## src/rtl/spm_rr_arbiter.sv

```systemverilog
// Round-robin arbiter sharing one single-port memory between NumReq requesters.
// Latency: grant is combinational; read data returns exactly 1 cycle after the grant edge.
// Backpressure: at most one request is granted per cycle; responses cannot be stalled.
module spm_rr_arbiter #(
    parameter int NumReq    = 2,
    parameter int DataWidth = 128,
    parameter int DataDepth = 1024,
    parameter int AddrWidth = (DataDepth <= 1) ? 1 : $clog2(DataDepth)
) (
    input  logic                          clk_i,
    input  logic                          rst_ni,
    input  logic [NumReq-1:0]             req_valid_i,
    output logic [NumReq-1:0]             req_ready_o,
    input  logic [NumReq-1:0]             req_we_i,
    input  logic [NumReq*AddrWidth-1:0]   req_addr_i,
    input  logic [NumReq*DataWidth-1:0]   req_wdata_i,
    output logic [NumReq-1:0]             rsp_valid_o,
    output logic [DataWidth-1:0]          rsp_rdata_o,
    output logic [AddrWidth-1:0]          mem_addr_o,
    output logic                          mem_we_o,
    output logic [DataWidth-1:0]          mem_wr_data_o,
    input  logic [DataWidth-1:0]          mem_rd_data_i
);

    localparam int PrioWidth = (NumReq <= 2) ? 1 : $clog2(NumReq);
    localparam logic [PrioWidth-1:0] LastIdx = PrioWidth'(NumReq - 1);
    localparam logic [PrioWidth:0]   NumReqW = (PrioWidth + 1)'(NumReq);

    logic [PrioWidth-1:0] prio_q;
    logic [PrioWidth-1:0] prio_d;
    logic [PrioWidth-1:0] winner;
    logic [PrioWidth:0]   scan_sum;
    logic [2*NumReq-1:0]  rot_valid;
    logic                 found;
    logic                 grant_vld;
    logic                 win_we;
    logic                 rd_grant;
    logic [NumReq-1:0]    rsp_valid_q;
    logic [DataWidth-1:0] rsp_rdata_q;

    // Rotating the doubled valid vector puts the highest-priority requester at bit 0.
    always_comb begin
        rot_valid = {req_valid_i, req_valid_i} >> prio_q;
        found     = 1'b0;
        winner    = '0;
        scan_sum  = '0;
        for (int k = 0; k < NumReq; k++) begin
            if (!found && rot_valid[k]) begin
                found    = 1'b1;
                scan_sum = {1'b0, prio_q} + (PrioWidth + 1)'(k);
                if (scan_sum >= NumReqW) begin
                    scan_sum = scan_sum - NumReqW;
                end
                winner = scan_sum[PrioWidth-1:0];
            end
        end
    end

    assign grant_vld = found & rst_ni;
    assign prio_d    = (winner == LastIdx) ? '0 : winner + PrioWidth'(1);

    always_comb begin
        req_ready_o   = '0;
        mem_addr_o    = '0;
        mem_we_o      = 1'b0;
        mem_wr_data_o = '0;
        win_we        = 1'b0;
        for (int i = 0; i < NumReq; i++) begin
            if (grant_vld && winner == PrioWidth'(i)) begin
                req_ready_o[i] = 1'b1;
                mem_addr_o     = req_addr_i[i*AddrWidth +: AddrWidth];
                mem_wr_data_o  = req_wdata_i[i*DataWidth +: DataWidth];
                win_we         = req_we_i[i];
                mem_we_o       = req_we_i[i];
            end
        end
    end

    assign rd_grant = grant_vld & ~win_we;

    always_ff @(posedge clk_i) begin
        if (!rst_ni) begin
            prio_q      <= '0;
            rsp_valid_q <= '0;
            rsp_rdata_q <= '0;
        end else begin
            if (grant_vld) begin
                prio_q <= prio_d;
            end
            rsp_valid_q <= rd_grant ? req_ready_o : '0;
            if (rd_grant) begin
                rsp_rdata_q <= mem_rd_data_i;
            end
        end
    end

    assign rsp_valid_o = rsp_valid_q;
    assign rsp_rdata_o = rsp_rdata_q;

endmodule

```

## config.mk

```make
export PLATFORM = sky130hd
export DESIGN_NAME = spm_rr_arbiter
export DESIGN_NICKNAME = d
export VERILOG_FILES = /design/src/rtl/spm_rr_arbiter.sv
export SDC_FILE = /design/constraint.sdc
export NUM_CORES = 1
export LEC_CHECK = 0
export ABC_AREA = 1
export CORE_AREA = 2 2 263 265
export DETAILED_ROUTE_END_ITERATION = 12
export DIE_AREA = 0 0 265 267
export SLEW_MARGIN = 20
export SYNTH_ARGS = -nofsm -noshare
export SYNTH_HDL_FRONTEND = slang
export SYNTH_SLANG_ARGS = --single-unit
```

## constraint.sdc

```tcl
create_clock -name clk_i -period 2.9 [get_ports clk_i]
set_clock_uncertainty 0.05 [all_clocks]
set_input_delay 0.87 -clock clk_i [delete_from_list [all_inputs] [get_ports clk_i]]
set_output_delay 0.87 -clock clk_i [all_outputs]
set_load 0.05 [all_outputs]
```

Word level (Yosys, flattened, before mapping). Cells that the tools add are included.

Add/sub/neg operators: 4. $lt $le $gt $ge: 2. Shift-type cells: 1. Muxes and demuxes: 15. Bitwise operators: 4. Reductions and logical operators: 5.

Operators by type and width (number): two-way mux 128 bit (2); two-way mux 10 bit (2); two-way mux 1 bit (11); right shift 4 x 1 -> 2 bit (1); logical AND 1 bit (3); adder 1 x 1 -> 2 bit (second input constant) (1); bitwise AND 1 bit (2); >= comparator 1 x 2 -> 1 bit (second input constant) (1); >= comparator 2 bit (second input constant) (1); inverter 1 bit (2); AND reduction 2 bit (1); subtractor 1 bit (second input constant) (2); adder 1 bit (second input constant) (1); zero test 1 bit (1).

Register bits: 131. Input port bits: 410. Output and inout port bits: 271.

Depth between registers and ports, before layout. Gate-level depths: netlist of the first run.

Depth in word-level cells: 12. Gate-level depth with buffers: 9. Gate-level depth less buffers: 7.

Worst setup path before layout of the first run. OpenSTA, ideal clock, no wires.

Path kind: input to output. Start point: input rst_ni. End point: output mem_addr_o[0]. Arrival time: 2.289 ns. Required time: 1.980 ns. Path slack: -0.309 ns. Stages: 6. Buffers on the path: 2. Cells stage by stage: buf_2 nand3_1 inv_1 clkbuf_1 nand2_1 nand2_1.

Longest elaborated chain between the ends: 4. Elaborated cells between the ends (all ways): 5. Classes of those cells: 2 x mux; 1 x bitwise; 2 x reduce/logical.

RTL lines: start, declared (RTL line 11) `input logic rst_ni,`; bitwise AND 1 bit * (RTL line 59) `assign grant_vld = found & rst_ni;`; logical AND 1 bit (RTL line 69) `if (grant_vld && winner == PrioWidth'(i)) begin`; two-way mux 10 bit (RTL line 69); two-way mux 10 bit * (RTL line 69); end, declared (RTL line 19) `output logic [AddrWidth-1:0] mem_addr_o,`.

Every way passes the cells marked *; elsewhere a longest branch is shown, timed or not.

Worst setup path after layout of the first run.
Start point: input rst_ni. End point: output mem_wr_data_o[85].

Longest elaborated chain between the ends: 4. Elaborated cells between the ends (all ways): 5. Classes of those cells: 2 x mux; 1 x bitwise; 2 x reduce/logical.

RTL lines: bitwise AND 1 bit * (RTL line 59); logical AND 1 bit (RTL line 69); two-way mux 128 bit (RTL line 69); two-way mux 128 bit * (RTL line 69); end, declared (RTL line 21) `output logic [DataWidth-1:0] mem_wr_data_o,`.

Marks and branches as above.

==> flow_summary.json, run 1 <==
{
  "outcome": "finished, violations left",
  "violations": "setup timing",
  "root_buffer": "clkbuf_16",
  "reg2reg_to": "rsp_rdata_o[113]",
  "regArea_um2": 2623,
  "die_h_um": 267,
  "antenna_found_initial": 64,
  "worstPathCellList": "buf_12, inv_6, nor2_4, and2_4, buf_12, nand2_1, nand2_4, buf_12",
  "r2r_cells": 10,
  "cts_hold_buf": 0,
  "crit_arrival_ps": 1990,
  "crit_buf_inv": 4,
  "dieArea_um2": 70760,
  "viasPerCell": 3.819,
  "cts_tree": "built",
  "ant_nets": 0,
  "synth_area_leader_cell": "nand2_1",
  "drc": 0,
  "seq_area_frac_synth_pct": 35.21,
  "setup-tns-final_ps": -16.35,
  "fin_ws_ps": -13.56,
  "yosysWarnings": 0,
  "synth_area_leaders": "nand2_1 40%, dfxtp_1 35%, nand4_1 11%",
  "crit_slowest_cell": "and2_4",
  "holdPathStages": 4,
  "hp-start": "rsp_rdata_o[30]",
  "path_common_cell": "buf_12",
  "ir_worst_vdd_mv": 0.4387,
  "path_class": "in -> out",
  "max_clock_freq_ghz": 0.3432,
  "multi_input_area_um2": 4641,
  "syn_avg_cell_area_um2": 5.708,
  "coreArea_um2": 67990,
  "clkTransAtPathRegs_ps": 70,
  "fillCellCount": 7349,
  "cap_violations": 0,
  "gp_congestion": 0.9348,
  "firstDrtPassIters": 5,
  "critPathTopFamily": "simple AND/OR/NAND/NOR gates",
  "netlist_instances": 1305,
  "routedWlPerCell_um": 21.76,
  "drt_iter0_markers": 551,
  "hold_viol_final": 0,
  "h-tree-depth": 4,
  "p_leak_nw": 8.720,
  "holdPathEnd": "rsp_rdata_o[30]",
  "grt_pass1_vias": 10660,
  "num_vias": 11020,
  "overflow": 0,
  "cp_max_fo": 25,
  "r2r_start": "prio_q",
  "grt_max_degree": 130,
  "layout.nets": 2368,
  "cts-buffers-inserted": 17,
  "slowest_delay_ps": 250,
  "ys_seq_elements": 131,
  "period_needed_ps": 2914,
  "hpwl_um": 51730,
  "crit_required_ps": 1980,
  "die_x_um": 265,
  "synth_top_area_share_pct": 40.37,
  "start_util_pct": 10.96,
  "powerDensity_nw_per_um2": 435.2,
  "syn_area_um2": 7448,
  "rsz0062_at_grt": "yes",
  "maxSlewHeadroom_pct": 50.68,
  "insertion_delay_ps": 460,
  "start_kind": "input pin",
  "period_share_pct": 100.5,
  "rows": 96,
  "synthesis.nets": 1715,
  "clock-sinks": 131,
  "worst_slew_pin_slew_ps": 739.8,
  "track_usage_pct": 17.01,
  "cts_buffer_depth": 2,
  "drive_above_1_share_pct": 20.80,
  "port_buffers": 680,
  "grt_pass1_wl_um": 82790,
  "io-pin-count": 681,
  "cp-end-kind": "output pin",
  "areaGrowthSynthToFinish_pct": 149.7,
  "ys_types": 16,
  "hp-class": "reg -> reg",
  "r2r_slack_ps": 1080,
  "setup_viol": 2,
  "drt-total-wl_um": 62800,
  "total_power_mw": 8.094,
  "drv_slew": 0
}
-- state kept, by name (all words and copies together), names as in the netlist --
name / cells
rsp_rdata_o: 128
rsp_valid_o: 2
prio_q: 1
-- kinds of logic after synthesis --
family | count (synthesis) | share of synthesized area (%)
and+or+nand+nor | 938 | 51.87
buffers and inverters | 234 | 12.78
AOI/OAI and AO/OA | 2 | 0.1343
DFF | 131 | 35.21
-- per-layer routing --
| layer | GRT usage [%] | part of all wire [%] | vias up |
|---|---|---|---|
| li1 | - | - | 5327 |
| met1 | 16.00 | 33 | 4981 |
| met2 | 30.46 | 51 | 559 |
| met3 | 6.089 | 8.8 | 144 |
| met4 | 12.61 | 7.3 | 12 |
| met5 | 0 | 0.12 | - |
-- cells in the final DEF, fill, tap and decap left out, drive strengths merged --
cell type | Yosys | routed
buf | 51 | 197
o21ai | 1 | 1
nor2 | 3 | 3
nand4 | 129 | 129
and2 | 1 | 2
a21oi | 1 | 1
dfxtp | 131 | 131
clkinvlp | 0 | 3
clkdlybuf4s50 | 0 | 534
nand2 | 801 | 801
bufinv | 0 | 3
nand3 | 4 | 4
diode | 0 | 33
clkinv | 0 | 8
inv | 132 | 132
clkbuf | 51 | 22
-- layout make-up --
cell class | instances | share of cell area (%)
clock buffers | 19 | 2.381
well taps | 882 | 5.933
clock inverters | 13 | 0.8544
inverters | 132 | 2.758
repair buffers | 734 | 48.49
multi-input cells | 941 | 24.95
repair inverters | 1 | 0.08745
flip-flops and latches | 131 | 14.10
diodes | 33 | 0.4440
-- worst max-delay path by stage --
stage / start / endpoint / slack [ps] / depth (start not counted)
floorplan: rst_ni / mem_addr_o[0] / -90 / 8
global placement: req_valid_i[0] / mem_wr_data_o[13] / -650 / 8
detailed placement: req_valid_i[0] / mem_wr_data_o[28] / -650 / 8
CTS: req_valid_i[0] / mem_wr_data_o[64] / -70 / 10
global route: rst_ni / mem_wr_data_o[85] / -40 / 8
finish: rst_ni / mem_wr_data_o[85] / -10 / 8
-- tightest hold or removal path, cell delays in order, from the launching register on --
cell and delay (ps):
dfxtp_1 310, nand2_1 50, inv_1 30, nand2_1 50, nand2_1 40
-- per-stage QoR --
step	hold WS [ps]	util, %	instance area (um^2)	cells	worst slack, ps
2_1_floorplan	450.8	-	7998	1305	-86.35
3_3_place_gp	452.7	25.45	17300	2804	-654.6
3_5_place_dp	456.7	25.45	17300	2804	-655.0
4_1_cts	468.5	26.94	18320	2849	-67.24
5_1_grt	499.3	27.33	18580	2878	-39.38
6_report	465.6	27.36	18600	2886	-13.56
-- cell usage after synthesis, drive strengths merged --
master,n
nand3,4
clkbuf,51
buf,51
dfxtp,131
and2,1
nand4,129
o21ai,1
nand2,801
inv,132
a21oi,1
nor2,3
-- report_power, final --
group	switching [mW]	internal [mW]
combinational	2.10	1.63
sequential	0.0913	1.97
clock	0.930	1.37
-- repair_timing --
action	in CTS	in global routing
cloned	7	3
buffers inserted	6	2
endpoints found under the setup margin	141	102
gates resized for setup	79	39
pin swaps	3	10
No activity file was read; power rests on OpenSTA's default activity.
==> run 2, diff against run 1 <==
--- a/config.mk
+++ b/config.mk
@@ -9,6 +9,7 @@
 export CORE_AREA = 2 2 263 265
 export DETAILED_ROUTE_END_ITERATION = 12
 export DIE_AREA = 0 0 265 267
+export GPL_ROUTABILITY_DRIVEN = 0
 export SLEW_MARGIN = 20
 export SYNTH_ARGS = -nofsm -noshare
 export SYNTH_HDL_FRONTEND = slang
==> results of run 2 <==
Same layout as run 1: the final DEF is identical, and so are final timing and power.
==> run 3, diff against run 2 <==
--- a/config.mk
+++ b/config.mk
@@ -10,6 +10,8 @@
 export DETAILED_ROUTE_END_ITERATION = 12
 export DIE_AREA = 0 0 265 267
 export GPL_ROUTABILITY_DRIVEN = 0
+export MAX_ROUTING_LAYER = met4
+export REMOVE_ABC_BUFFERS = 1
 export SLEW_MARGIN = 20
 export SYNTH_ARGS = -nofsm -noshare
 export SYNTH_HDL_FRONTEND = slang
==> run 3 against run 2 <==
The run still ends with setup timing left. Utilization up 2.6 points. Combinational power rose by 11%. Global-route usage grew 1.7 points. Sequential share of layout area is 1.2 points lower. Flip-flop and latch count unchanged. Non-clock buffer count increased by 46. Critical path depth rose by 2. Sequential power barely moved. Maximum frequency decreased by 4.7%. Die area unchanged. Critical endpoint is now mem_wr_data_o[37]. Largest cell class unchanged. Largest power group unchanged.
==> flow_summary.json, run 3 (synthesis results as in run 1) <==
{
  "busiest_layer": "met2",
  "worst_slew_pin_slew_ps": 806.6,
  "crit_slowest_cell": "and2_4",
  "ir_worst_vdd_mv": 0.3756,
  "r2r_cells": 13,
  "viasPerCell": 3.864,
  "firstDrtPassIters": 6,
  "violations": "setup timing",
  "grt_pass1_wl_um": 89420,
  "cp-end-kind": "output pin",
  "globalRouteMet3Util_pct": 6.753,
  "clkTransAtPathRegs_ps": 60,
  "cp-endpoint": "mem_wr_data_o[37]",
  "drt-total-wl_um": 66410,
  "ant_nets": 0,
  "rows": 96,
  "insertion_delay_ps": 450,
  "place_inst": 2830,
  "io-pin-count": 681,
  "setup-tns-final_ps": -9368,
  "drc": 0,
  "pre_cts_slack_ps": -860.9,
  "routedWlPerCell_um": 22.80,
  "slowest_delay_ps": 190,
  "grt_max_degree": 130,
  "total_power_mw": 8.541,
  "cap_violations": 0,
  "layout.nets": 2412,
  "cts_hold_buf": 0,
  "dieArea_um2": 70760,
  "areaGrowthSynthToFinish_pct": 173.5,
  "start_kind": "input pin",
  "hpwl_um": 52910,
  "final_common_cell": "nand2_1",
  "period_needed_ps": 3056,
  "drt_iter0_markers": 668,
  "start_util_pct": 10.96,
  "hold_viol_final": 0,
  "port_buffers": 680,
  "die_x_um": 265,
  "antenna_found_initial": 30,
  "drv_slew": 0,
  "crit_required_ps": 1980,
  "max_clock_freq_ghz": 0.3273,
  "powerDensity_nw_per_um2": 419.3,
  "path_common_cell": "buf_12",
  "grt_pass1_vias": 11390,
  "maxSlewHeadroom_pct": 46.23,
  "r2r_slack_ps": 640,
  "use_met2_pct": 32.93,
  "clock-sinks": 131,
  "path_class": "in -> out",
  "final_cells": 2912,
  "reg2reg_to": "rsp_rdata_o[89]",
  "multi_input_area_um2": 5762,
  "p_leak_nw": 9.679,
  "grt_use_met1_pct": 19.62,
  "h-tree-depth": 4,
  "final_cell_mix": "533 x nand2_1, 531 x clkdlybuf4s50_1, 177 x nand2_4",
  "die_h_um": 267,
  "regArea_um2": 2623,
  "drive_above_1_share_pct": 27.51,
  "overflow": 0,
  "cts_tree": "built",
  "r2r_start": "prio_q",
  "coreArea_um2": 67990,
  "track_usage_pct": 18.71,
  "hp-class": "reg -> reg",
  "period_share_pct": 105.4,
  "crit_path_start": "rst_ni",
  "fillCellCount": 7113,
  "cts-buffers-inserted": 17,
  "largest_reg_flops": 128,
  "setup_viol": 121,
  "worstPathCellList": "buf_12, inv_2, nor2_4, and2_4, buf_12, buf_12, buf_16, nand2_8, nand2_4, buf_12",
  "outcome": "finished, violations left",
  "fin_ws_ps": -155.7,
  "cp_max_fo": 8,
  "num_vias": 11250,
  "root_buffer": "clkbuf_16",
  "crit_arrival_ps": 2140,
  "rsz0062_at_grt": "yes",
  "cts_buffer_depth": 2,
  "holdWs_ps": 466.0
}
[run 3: final cells by class]
cell class / count / area share (%)
Inverter: 132 / 2.494
Tap cell: 882 / 5.417
Sequential cell: 131 / 12.87
Timing Repair Buffer: 780 / 47.77
Antenna cell: 16 / 0.1965
Clock buffer: 17 / 2.088
Clock inverter: 14 / 0.8783
Multi-Input combinational cell: 940 / 28.28
[run 3: what timing repair did]
| item | in CTS | in global routing |
|---|---|---|
| endpoints found under the setup margin | 141 | 140 |
| setup buffers | 17 | 6 |
| gates resized for setup | 373 | 196 |
| pin swaps | 44 | 58 |
| cloned | 12 | 3 |
[run 3: power breakdown]
part	leakage, nW	total, mW	internal [mW]	switching, mW
Clock	0.287	2.35	1.36	0.983
Sequential	1.09	2.06	1.97	0.0843
Combinational	8.30	4.14	1.81	2.33
[run 3: per-layer routing]
metal / routed length (um) / vias to the layer above
met5: 0 / -
met4: 2229 / 0
met3: 5813 / 84
met2: 33640 / 545
met1: 24730 / 5220
li1: - / 5403
[run 3: how the worst min path moves through the flow]
stage                                start          endpoint  slack, ps  cells past startpoint
after global placement    rsp_rdata_o[109]  rsp_rdata_o[109]        450                      4
final                      rsp_rdata_o[18]   rsp_rdata_o[18]        470                      4
after CTS                  rsp_rdata_o[81]   rsp_rdata_o[81]        470                      4
after detailed placement   rsp_rdata_o[81]   rsp_rdata_o[81]        460                      4
after floorplan                     prio_q            prio_q        450                      2
after global routing      rsp_rdata_o[116]  rsp_rdata_o[116]        490                      4
[run 3: through the flow]
stage,utilization (%),instance area (um^2)
2_1_floorplan,-,6992
3_3_place_gp,25.10,17070
3_5_place_dp,25.10,17070
4_1_cts,28.60,19440
5_1_grt,29.97,20370
6_report,29.97,20370
[run 3: critical path: cells and delay by family]
| family | cells | cell delay (ps) |
|---|---|---|
| simple gates | 4 | 430 |
| buf+inv | 6 | 780 |
